--- config.mk ---
export PLATFORM = sky130hd
export DESIGN_NAME = shift_in_ctrl_flat
export DESIGN_NICKNAME = d
export VERILOG_FILES = /design/src/rtl/shift_in_ctrl_pkg.sv /design/src/rtl/shift_in_ctrl_if.sv /design/src/rtl/shift_in_ctrl_sin_shreg.sv /design/src/rtl/shift_in_ctrl.sv /design/src/flat_wrapper.sv
export SDC_FILE = /design/constraint.sdc
export NUM_CORES = 1
export LEC_CHECK = 0
export BUFFER_PORTS_ARGS = -buffer_cell sky130_fd_sc_hd__buf_2
export CAP_MARGIN = 10
export CORE_ASPECT_RATIO = 1.75
export CORE_MARGIN = 2
export CORE_UTILIZATION = 45
export DETAILED_ROUTE_END_ITERATION = 10
export PLACE_DENSITY = 0.65
export SYNTH_ARGS = -nofsm -noshare
export SYNTH_HDL_FRONTEND = slang
export SYNTH_SLANG_ARGS = --single-unit
--- constraint.sdc ---
create_clock -name clk -period 2.1 [get_ports clk]
set_input_delay 0.105 -clock clk [delete_from_list [all_inputs] [get_ports clk]]
set_output_delay 0.105 -clock clk [all_outputs]
set_load 0.05 [all_outputs]
--- src/rtl/shift_in_ctrl_pkg.sv ---
// Shared definitions for the serial frame receiver controller.
//   state_e : controller FSM states
//   ctr_w() : counter width helper, never below 1 bit
package shift_in_pkg;

  typedef enum logic [1:0] {
    IDLE  = 2'd0,
    SHIFT = 2'd1,
    LOAD  = 2'd2,
    TAIL  = 2'd3
  } state_e;

  // Bits needed to hold 0..n-1, with a floor of one bit so that
  // degenerate counts (n <= 1) still yield a legal vector.
  function automatic int unsigned ctr_w(input int unsigned n);
    return (n <= 1) ? 1 : $clog2(n);
  endfunction

endpackage

--- src/rtl/shift_in_ctrl_if.sv ---
// Bus bundle between the serial link / word consumer and shift_in_ctrl.
//   frame, si        : serial link (frame active, data MSB first)
//   dout, dout_valid : holding register and its valid flag
//   dout_ready       : consumer accepts dout this cycle
//   busy             : controller not idle
//   overrun          : sticky, completed word dropped
//   short_err        : sticky, frame ended early
//   err_clr          : synchronous clear of the sticky flags
// master = link/consumer side, slave = controller side.
interface shift_in_ctrl_if #(parameter int unsigned WIDTH = 32);
  logic             frame;
  logic             si;
  logic [WIDTH-1:0] dout;
  logic             dout_valid;
  logic             dout_ready;
  logic             busy;
  logic             overrun;
  logic             short_err;
  logic             err_clr;

  modport master (
    output frame, si, dout_ready, err_clr,
    input  dout, dout_valid, busy, overrun, short_err
  );

  modport slave (
    input  frame, si, dout_ready, err_clr,
    output dout, dout_valid, busy, overrun, short_err
  );
endinterface

--- src/rtl/shift_in_ctrl_sin_shreg.sv ---
// WIDTH-bit serial-in / parallel-out shift register, MSB first.
//   clk, clr : clock, asynchronous active-high reset
//   i_clear  : synchronous clear (wins over i_en)
//   i_en     : shift i_si into the LSB end
//   i_si     : serial data
//   o_q      : parallel word; the first bit shifted in ends up in o_q[WIDTH-1]
module sin_shreg #(
  parameter int unsigned WIDTH = 32
) (
  input  logic             clk,
  input  logic             clr,
  input  logic             i_clear,
  input  logic             i_en,
  input  logic             i_si,
  output logic [WIDTH-1:0] o_q
);

  logic [WIDTH-1:0] r_q;

  always_ff @(posedge clk or posedge clr) begin
    if (clr)          r_q <= '0;
    else if (i_clear) r_q <= '0;
    else if (i_en)    r_q <= {r_q[WIDTH-2:0], i_si};
  end

  assign o_q = r_q;

endmodule

--- src/rtl/shift_in_ctrl.sv ---
// Serial frame receiver controller.
// Detects a rising frame edge, samples si every DIV clocks (first sample DIV
// clocks after the start edge), assembles WIDTH bits MSB first, then offers
// the word in a holding register with a valid/ready handshake. Reports
// dropped words (overrun) and frames that end early (short_err).
//   clk, clr : clock, asynchronous active-high reset
//   bus      : shift_in_ctrl_if slave modport (see interface header)
module shift_in_ctrl
  import shift_in_pkg::*;
#(
  parameter int unsigned WIDTH = 32,
  parameter int unsigned DIV   = 4
) (
  input  logic                 clk,
  input  logic                 clr,
  shift_in_ctrl_if.slave       bus
);

  localparam int unsigned CW = ctr_w(WIDTH + 1);
  localparam int unsigned DW = ctr_w(DIV);
  localparam logic [DW-1:0] DIV_LAST = DW'(DIV - 1);
  localparam logic [CW-1:0] BIT_LAST = CW'(WIDTH - 1);

  state_e           r_state;
  logic             r_frame_q;
  logic [CW-1:0]    r_bits;
  logic [DW-1:0]    r_div;
  logic [WIDTH-1:0] r_dout;
  logic             r_valid;
  logic             r_busy;
  logic             r_overrun;
  logic             r_short;

  logic [WIDTH-1:0] w_word;
  logic             w_start;
  logic             w_tick;

  assign w_start = (r_state == IDLE) && bus.frame && !r_frame_q;
  // Sample only while the frame is still present; an aborting edge must not shift.
  assign w_tick  = (r_state == SHIFT) && bus.frame && (r_div == '0);

  sin_shreg #(.WIDTH(WIDTH)) u_shreg (
    .clk     (clk),
    .clr     (clr),
    .i_clear (w_start),
    .i_en    (w_tick),
    .i_si    (bus.si),
    .o_q     (w_word)
  );

  always_ff @(posedge clk or posedge clr) begin
    if (clr) begin
      r_state   <= IDLE;
      r_frame_q <= 1'b1;   // a frame already high at release is not a start
      r_bits    <= '0;
      r_div     <= '0;
      r_dout    <= '0;
      r_valid   <= 1'b0;
      r_busy    <= 1'b0;
      r_overrun <= 1'b0;
      r_short   <= 1'b0;
    end else begin
      r_frame_q <= bus.frame;

      // Consumption and error clear come first so that a LOAD or a new
      // error later in this block overrides them at the same edge.
      if (r_valid && bus.dout_ready) r_valid <= 1'b0;
      if (bus.err_clr) begin
        r_overrun <= 1'b0;
        r_short   <= 1'b0;
      end

      case (r_state)
        IDLE: begin
          if (w_start) begin
            r_state <= SHIFT;
            r_busy  <= 1'b1;
            r_bits  <= '0;
            r_div   <= DIV_LAST;
          end
        end
        SHIFT: begin
          if (!bus.frame) begin
            r_state <= IDLE;
            r_busy  <= 1'b0;
            r_short <= 1'b1;
          end else begin
            r_div <= (r_div == '0) ? DIV_LAST : r_div - 1'b1;
            if (w_tick) begin
              r_bits <= r_bits + 1'b1;
              if (r_bits == BIT_LAST) r_state <= LOAD;
            end
          end
        end
        LOAD: begin
          if (!r_valid || bus.dout_ready) begin
            r_dout  <= w_word;
            r_valid <= 1'b1;
          end else begin
            r_overrun <= 1'b1;
          end
          r_state <= TAIL;
        end
        TAIL: begin
          if (!bus.frame) begin
            r_state <= IDLE;
            r_busy  <= 1'b0;
          end
        end
        default: begin
          r_state <= IDLE;
          r_busy  <= 1'b0;
        end
      endcase
    end
  end

  assign bus.dout       = r_dout;
  assign bus.dout_valid = r_valid;
  assign bus.busy       = r_busy;
  assign bus.overrun    = r_overrun;
  assign bus.short_err  = r_short;

endmodule

--- src/flat_wrapper.sv ---
// flat-port wrapper written by rule: the top's interface ports become plain ports
module shift_in_ctrl_flat import shift_in_pkg::*;
#(
  parameter int unsigned WIDTH = 32,
  parameter int unsigned DIV   = 4
)
  (clk, clr, bus_frame, bus_si, bus_dout_ready, bus_err_clr, bus_dout, bus_dout_valid, bus_busy, bus_overrun, bus_short_err);
  shift_in_ctrl_if #(.WIDTH(WIDTH)) bus_i ();
  input  logic clk;
  input  logic clr;
  input wire logic [$bits(bus_i.frame)-1:0] bus_frame;
  input wire logic [$bits(bus_i.si)-1:0] bus_si;
  input wire logic [$bits(bus_i.dout_ready)-1:0] bus_dout_ready;
  input wire logic [$bits(bus_i.err_clr)-1:0] bus_err_clr;
  output wire logic [$bits(bus_i.dout)-1:0] bus_dout;
  output wire logic [$bits(bus_i.dout_valid)-1:0] bus_dout_valid;
  output wire logic [$bits(bus_i.busy)-1:0] bus_busy;
  output wire logic [$bits(bus_i.overrun)-1:0] bus_overrun;
  output wire logic [$bits(bus_i.short_err)-1:0] bus_short_err;
  assign bus_i.frame = bus_frame;
  assign bus_i.si = bus_si;
  assign bus_i.dout_ready = bus_dout_ready;
  assign bus_i.err_clr = bus_err_clr;
  assign bus_dout = bus_i.dout;
  assign bus_dout_valid = bus_i.dout_valid;
  assign bus_busy = bus_i.busy;
  assign bus_overrun = bus_i.overrun;
  assign bus_short_err = bus_i.short_err;
  shift_in_ctrl #(.WIDTH(WIDTH), .DIV(DIV)) u_core (.clk(clk), .clr(clr), .bus(bus_i));
endmodule
-- Word level (Yosys, flattened, before mapping)
Index checks and enable logic that the tools add are counted.
- bits in registers: 79
- output and inout port bits: 36
- logic and storage cells: 70
- add/sub/neg operators: 2
- equal/unequal tests: 11
- multiplexer cells: 28
- reductions and logical operators: 19
- operators by type and width (operator ; count):
    $mux 32 ; 2
    $mux 6 ; 3
    $mux 2 ; 8
    $pmux 6 s2 ; 1
    $mux 1 ; 11
    $ne 2x2->1 const B ; 5
    $pmux 2 s4 ; 1
    $reduce_and 4->1 ; 2
    $add 6x1->6 const B ; 1
    $eq 6x5->1 const B ; 1
    $ne 3x3->1 const B ; 2
    $reduce_and 3->1 ; 2
    $reduce_bool 2->1 ; 3
    $logic_and 1x1->1 ; 5
    $eq 2x2->1 const B ; 2
    $logic_not 2->1 ; 2
    $pmux 2 s2 ; 1
    $eq 2x1->1 const B ; 1
    $logic_not 1->1 ; 2
    $pmux 1 s2 ; 1
    $reduce_and 2->1 ; 1
    $reduce_or 2->1 ; 1
    $sub 2x1->2 const B ; 1
    $logic_or 1x1->1 ; 1

-- Depth between registers and ports, before layout
Gate-level depths: netlist of run 1.
- depth in word-level cells: 6
- mapped depth: 7
- gate-level depth less buffers: 5

-- Hierarchy
A second synthesis of run 1 with hierarchy kept.
- cells, all modules: 245
- area total of the unflattened synthesis: 3275.6 µm²
- by module, submodules not included (module ; times used ; cells an instance ; area each (µm²)):
    shift_in_ctrl ; 1 ; 141 ; 1948.1
    sin_shreg ; 1 ; 104 ; 1327.5

-- Least setup slack after synthesis of run 1
Ideal clock, no wire load.
- path kind: reg-to-reg
- from: reg u_core.r_valid (netlist: u_core.bus.dout_valid)
- to: reg u_core.r_dout[0] (netlist: u_core.bus.dout[0])
- arrival: 1.488 ns
- data required time: 1.972 ns
- setup slack: 0.485 ns
- cell stages (with the launch flop): 6
- path buffers: 2
- cell sequence: dfrtp_1 > nand2b_1 > nor2b_1 > buf_2 > buf_4 > mux2_1
- longest elaborated chain between the ends: 3
- ends and longest elaborated chain (element ; RTL line ; RTL):
    start, declared ; shift_in_ctrl.sv:29 ; logic r_valid;
    start signal, assigned ; shift_in_ctrl.sv:58 ; r_valid <= 1'b0;
    start signal, assigned ; shift_in_ctrl.sv:67 ; if (r_valid && bus.dout_ready) r_valid <= 1'b0;
    start signal, assigned ; shift_in_ctrl.sv:98 ; r_valid <= 1'b1;
    $logic_not 1->1 ; shift_in_ctrl.sv:96 ; if (!r_valid || bus.dout_ready) begin
    $logic_or 1x1->1 ; shift_in_ctrl.sv:96 ;
    $reduce_and 2->1 (no line) ; -- ;
    end signal, assigned ; shift_in_ctrl.sv:97 ; r_dout <= w_word;
    end, declared ; shift_in_ctrl.sv:28 ; logic [WIDTH-1:0] r_dout;
No other way between the ends.
A chain may end at the register's enable or synchronous reset.

-- Worst setup path after layout of run 1
- from: reg u_core.r_div[0]
- to: reg u_core.u_shreg.r_q[8] (netlist: u_core.u_shreg.o_q[8])
- longest elaborated chain between the ends: 3
- ends and longest elaborated chain (element ; RTL line ; RTL):
    start, declared ; shift_in_ctrl.sv:27 ; logic [DW-1:0] r_div;
    start signal, assigned ; shift_in_ctrl.sv:88 ; r_div <= (r_div == '0) ? DIV_LAST : r_div - 1'b1;
    $logic_not 2->1 ; shift_in_ctrl.sv:40 ; assign w_tick = (r_state == SHIFT) && bus.frame && (r_div == '0);
    $logic_and 1x1->1 ; shift_in_ctrl.sv:40 ;
    $reduce_bool 2->1 (no line) ; -- ;
    end signal, assigned ; shift_in_ctrl_sin_shreg.sv:23 ; else if (i_en) r_q <= {r_q[WIDTH-2:0], i_si};
    end, declared ; shift_in_ctrl_sin_shreg.sv:18 ; logic [WIDTH-1:0] r_q;
No other way between the ends.

==> impl_metrics.toml, run 1 <==
[worst_hold_path]
min_path_type = "in -> reg"

[worst_setup_path]
required_ps = 2350
critical_path_class = "reg -> reg"
cp_top_family = "simple AND/OR/NAND/NOR gates"
worstSetupStartpointType = "flop"
path_buf_inv = 2
crit_fanout = 30
endpoint_kind = "flop"
path_cells = "inv_1 -> ha_1 -> and4b_1 -> buf_12 -> nand2_1 -> a21oi_1"
critPathSlowestCell = "and4b_1"
worstPathArrival_ps = 1910
cpPeakStageDelay_ps = 420

[die]
die-area_mm2 = 0.00796
core-area_mm2 = 0.00713
ios = 42
die_y_um = 117
initial_core_util_pct = 45.7
die_w_um = 68.3
fp-row-count = 41

[clock_tree]
cts_tree = "yes"
cts_made_buffers = 9
clockBufferDepth = 2
clk_latency_ps = 330
cts.repair.resized = 0
root_buffer = "clkbuf_16"
clkSinkCount = 79
cts.clk_slew.worst_paths_ps = 50
htree_levels = 3

[yosys]
synth-seq-cells = 79
synth_cells = 284
yosysSeqAreaShare_pct = 60.7
yosys_most_used_dff = "dfrtp_1"
syn-mean-instance-area_um2 = 11.5
async_reset_ff_share_pct = 100
ys_types = 34
synth_area_mm2 = 0.00326
yosys_warnings = 0
synth_nets = 292
synth-edff-count = 0

[timing]
setup_tns_ps = 0
finalHoldViolations = 0
period_needed_ps = 1660
finalWorstSetupSlack_ps = 440
drv_slew = 0
post-route-period-util_pct = 79.1
slew_headroom_pct = 61.7
finClkSkew_ps = 3.90
worstMarginPinSlew_ps = 573
holdWs_ps = 13.4
fmax_mhz = 602
finalSetupViolations = 0
rsz0062_at_grt = "no"

[detailed_routing]
first_pass_iters = 4
drt_iter0_drc = 140
drc_errors = 0
viasPerCell = 5.13
routed_wl_um = 5870
vias = 2130
ant_nets = 0
wl_per_cell_um = 14.2

[grt]
gr-total-overflow = 0
antenna_found_initial = 0
grt_pass1_vias = 2148
grt_max_degree = 56
track_usage_pct = 17.1
grt_pass1_wl_um = 10100

[run]
drv_cap = 0

[finish]
final_cell_mix = "dfrtp_1 (78), nand2_1 (74), buf_2 (41)"
nets = 334
area_delta_synth_final_pct = 17.1
mostFrequentLayoutCell = "dfrtp_1"
drive_above_1_share_pct = 20.4
antenna_cells = 0
fin_cells = 415
fin_area_mm2 = 0.00381

[placement]
port_buffers = 41
pre_cts_slack_ps = 468
place_inst = 398
place_area_mm2 = 0.00352
hpwl_um = 3760
gp_congestion = 0.718

[power_and_ir_drop]
power.leakage_nw = 1.97
p_per_area_mw_per_mm2 = 818
vdd_drop_max_mv = 0.640

[run_status]
status = "completed"
==> path summary, 6_finish.rpt <==
check	depth (start not counted)	slack (ps)	from	endpoint
worst max register to register	6	440	u_core.r_div[0]	u_core.u_shreg.o_q[8]
max in group asynchronous	4	1030	clr	u_core.r_frame_q
worst min register to register	1	480	u_core.bus.dout[17]	u_core.bus.dout[17]
worst min-delay path	3	10	bus_si	u_core.u_shreg.o_q[0]
worst max-delay path	6	440	u_core.r_div[0]	u_core.u_shreg.o_q[8]
min in group asynchronous	3	380	clr	u_core.bus.dout[0]
==> synthesized netlist by cell type, types with 2 or more instances <==
library cell  instances  area share (%)
ha_1                  2            0.77
buf_6                 5             1.7
buf_2                 4            0.61
nor3_1                3            0.46
nand2_1              74             8.5
nand3_1               3            0.46
inv_1                 8            0.92
buf_4                 8             1.8
dfrtp_1              78              60
nand2b_1              5            0.96
a21oi_1              36             5.5
buf_1                 2            0.23
o22ai_1               2            0.38
mux2i_1               3            0.92
mux2_1               32              11
==> worst min-delay path: stages <==
cell and delay [ps]:
buf_2 100, nand2_1 50, a21oi_1 50
==> timing repair <==
| item | 4_1_cts | 5_1_grt |
|---|---|---|
| endpoints found under the hold margin | 27 | 0 |
| setup buffers | 0 | 0 |
| hold buffers | 3 | 0 |
==> final cells by class <==
class	instances	area, um^2
flip-flops and latches	79	1980
repair buffers	50	318
multi-input cells	177	1110
inverters	9	37.5
clock inverters	1	5.00
fillers	643	3320
clock buffers	13	260
well taps	86	108
==> stage by stage <==
stage	util, %	power [mW]
floorplan	-	1.71
global placement	49.4	1.75
detailed placement	49.4	1.75
CTS	53.5	3.17
global route	53.5	3.24
finish	53.5	3.12
==> metal layers <==
layer / GRT usage [%] / part of all wire [%] / vias up
met5: 0 / 0 / -
met4: 8.00 / 2.0 / 0
met3: 5.01 / 3.7 / 8
met2: 26.3 / 51 / 37
met1: 22.1 / 43 / 1059
li1: - / - / 1026
==> sequential cells by signal, summed over array words and instances (netlist names), named ones only <==
name                   count
u_core.bus.dout           32
u_core.u_shreg.o_q        32
u_core.bus.dout_valid      1
u_core.r_bits              6
u_core.r_frame_q           1
u_core.r_state             1
u_core.r_div               2
u_core.bus.busy            1
u_core.bus.short_err       1
u_core.bus.overrun         1
==> report_power, final <==
group | internal, mW | switching, mW
clock network | 0.849 | 0.548
registers | 1.55 | 0.0159
logic | 0.0474 | 0.115
total | 2.44 | 0.679
==> cells by family after synthesis <==
group           after synthesis  synth area share (%)
simple gates                 96                  13.7
flops                        79                  60.7
compound gates               44                  7.38
mux                          35                  12.0
buf+inv                      28                  5.46
fa+ha+maj                     2                 0.768
Power figures use the tool's default switching activity.
==> inputs of run 2 (changes only) <==
==> constraint.sdc (replaced) <==
create_clock -name clk -period 1.45 [get_ports clk]
set_input_delay 0.0725 -clock clk [delete_from_list [all_inputs] [get_ports clk]]
set_output_delay 0.0725 -clock clk [all_outputs]
set_load 0.05 [all_outputs]
==> run 2 against run 1 <==
Power grew 53%. Final area grew 6.8%. Sequential power grew 45%. Die area stayed put. Sequential share of layout area shrank 3.2 points. Setup slack got worse by 410 ps. Largest cell class unchanged.
==> impl_metrics.toml, run 2 (same netlist as run 1, synthesis figures left out) <==
[timing]
finalWorstSetupSlack_ps = 30.9
worstMarginPinSlew_ps = 363
fmax_mhz = 705
post-route-period-util_pct = 97.9
period_needed_ps = 1420
finalSetupViolations = 0
setup_tns_ps = 0
slew_headroom_pct = 75.8
finClkSkew_ps = 4.74
drv_slew = 0
rsz0062_at_grt = "yes"
finalHoldViolations = 0
holdWs_ps = 14.6

[worst_setup_path]
path_cells = "inv_2 -> ha_4 -> and4b_4 -> clkbuf_16 -> nand2_1 -> a21oi_1"
path_buf_inv = 2
worstSetupStartpointType = "flop"
crit_fanout = 16
worstPathArrival_ps = 1680
critical_path_class = "reg -> reg"
cp.depth = 6
required_ps = 1710
cpPeakStageDelay_ps = 390
endpoint_kind = "flop"
cp_top_family = "simple AND/OR/NAND/NOR gates"
critPathSlowestCell = "dfrtp_1"
reg2regPathDepth = 6

[worst_hold_path]
whs_path_depth = 3
min_path_type = "in -> reg"

[power_and_ir_drop]
pwr-share-seq_pct = 47.2
power.leakage_nw = 2.07
p_per_area_mw_per_mm2 = 1170
p_clk_share_pct = 46.3
p_switching_mw = 1.05
p_total_mw = 4.78
pwr-share-comb_pct = 6.5
p_sw_share_pct = 22.0
vdd_drop_max_mv = 1.03
p_int_mw = 3.73

[detailed_routing]
vias = 2252
first_pass_iters = 5
ant_nets = 0
drt_iter0_drc = 162
wl_per_cell_um = 14.6
routed_wl_um = 6300
drc_errors = 0
viasPerCell = 5.21

[die]
ios = 42
die_y_um = 117
initial_core_util_pct = 45.7
die-area_mm2 = 0.00796
core-area_mm2 = 0.00713
die_w_um = 68.3
fp-row-count = 41

[clock_tree]
root_buffer = "clkbuf_16"
clockBufferDepth = 2
cts_tree = "yes"
clk_latency_ps = 330
cts.clk_slew.worst_paths_ps = 60
htree_levels = 3
cts_made_buffers = 9
clkSinkCount = 79

[finish]
antenna_cells = 0
fin_cells = 432
utilization_pct = 57.1
nets = 349
final_cell_mix = "dfrtp_1 (76), nand2_1 (73), buf_2 (41)"
area_delta_synth_final_pct = 25.1
drive_above_1_share_pct = 28.6
mostFrequentLayoutCell = "dfrtp_1"
fin_area_mm2 = 0.00407
n_fill_cell = 594

[grt]
grt_pass1_vias = 2213
track_usage_pct = 17.3
grt_max_degree = 51
grt_pass1_wl_um = 10100
antenna_found_initial = 0
gr-total-overflow = 0

[placement]
place_area_mm2 = 0.00361
gp_congestion = 0.791
pre_cts_slack_ps = -88.9
port_buffers = 41
place_inst = 408
hpwl_um = 4020

[run]
drv_cap = 0

[run_status]
status = "completed"
-- run 2: final cells by class --
cell class	instances	area (um^2)	area share (%)
clock inverter	4	45.0	1.11
sequential	79	1980	48.6
clock buffer	12	246	6.05
multi-input combinational	177	1170	28.7
tap	86	108	2.64
inverter	9	37.5	0.921
timing repair buffer	65	488	12.0
-- run 2: layer usage --
| metal | vias to the layer above | share of wire, % | GRT usage (%) |
|---|---|---|---|
| li1 | 1066 | - | - |
| met3 | 8 | 4.1 | 5.01 |
| met4 | 0 | 1.8 | 8.40 |
| met5 | - | 0 | 0 |
| met2 | 49 | 53 | 27.4 |
| met1 | 1129 | 41 | 21.2 |
-- run 2: repair_timing --
action	CTS	global route
resized for setup	5	14
setup endpoints to repair	36	45
cloned	0	2
endpoints found under the hold margin	82	0
hold buffers	4	0
buffers inserted	1	1
pin swaps	1	2
-- run 2: final timing paths --
kind	startpoint	to	slack, ps
setup / recovery	u_core.r_div[0]	u_core.u_shreg.o_q[0]	30
hold / removal	bus_dout_ready	u_core.bus.dout_valid	10
setup reg to reg	u_core.r_div[0]	u_core.u_shreg.o_q[0]	30
hold reg to reg	u_core.r_bits[5]	u_core.r_bits[5]	470
max in group asynchronous	clr	u_core.r_frame_q	710
min in group asynchronous	clr	u_core.bus.dout_valid	160
-- run 2: power by group through the flow --
| stage | clock, mW | combinational [mW] | sequential, mW |
|---|---|---|---|
| floorplan | 0 | 0.152 | 2.33 |
| global placement | 0 | 0.261 | 2.29 |
| detailed placement | 0 | 0.265 | 2.29 |
| CTS | 2.26 | 0.291 | 2.25 |
| global route | 2.36 | 0.340 | 2.26 |
| finish | 2.21 | 0.309 | 2.26 |
-- run 2: tightest hold or removal path: stages --
cell	delay (ps)
buf_2	80
nand2b_4	120
nand2_1	50
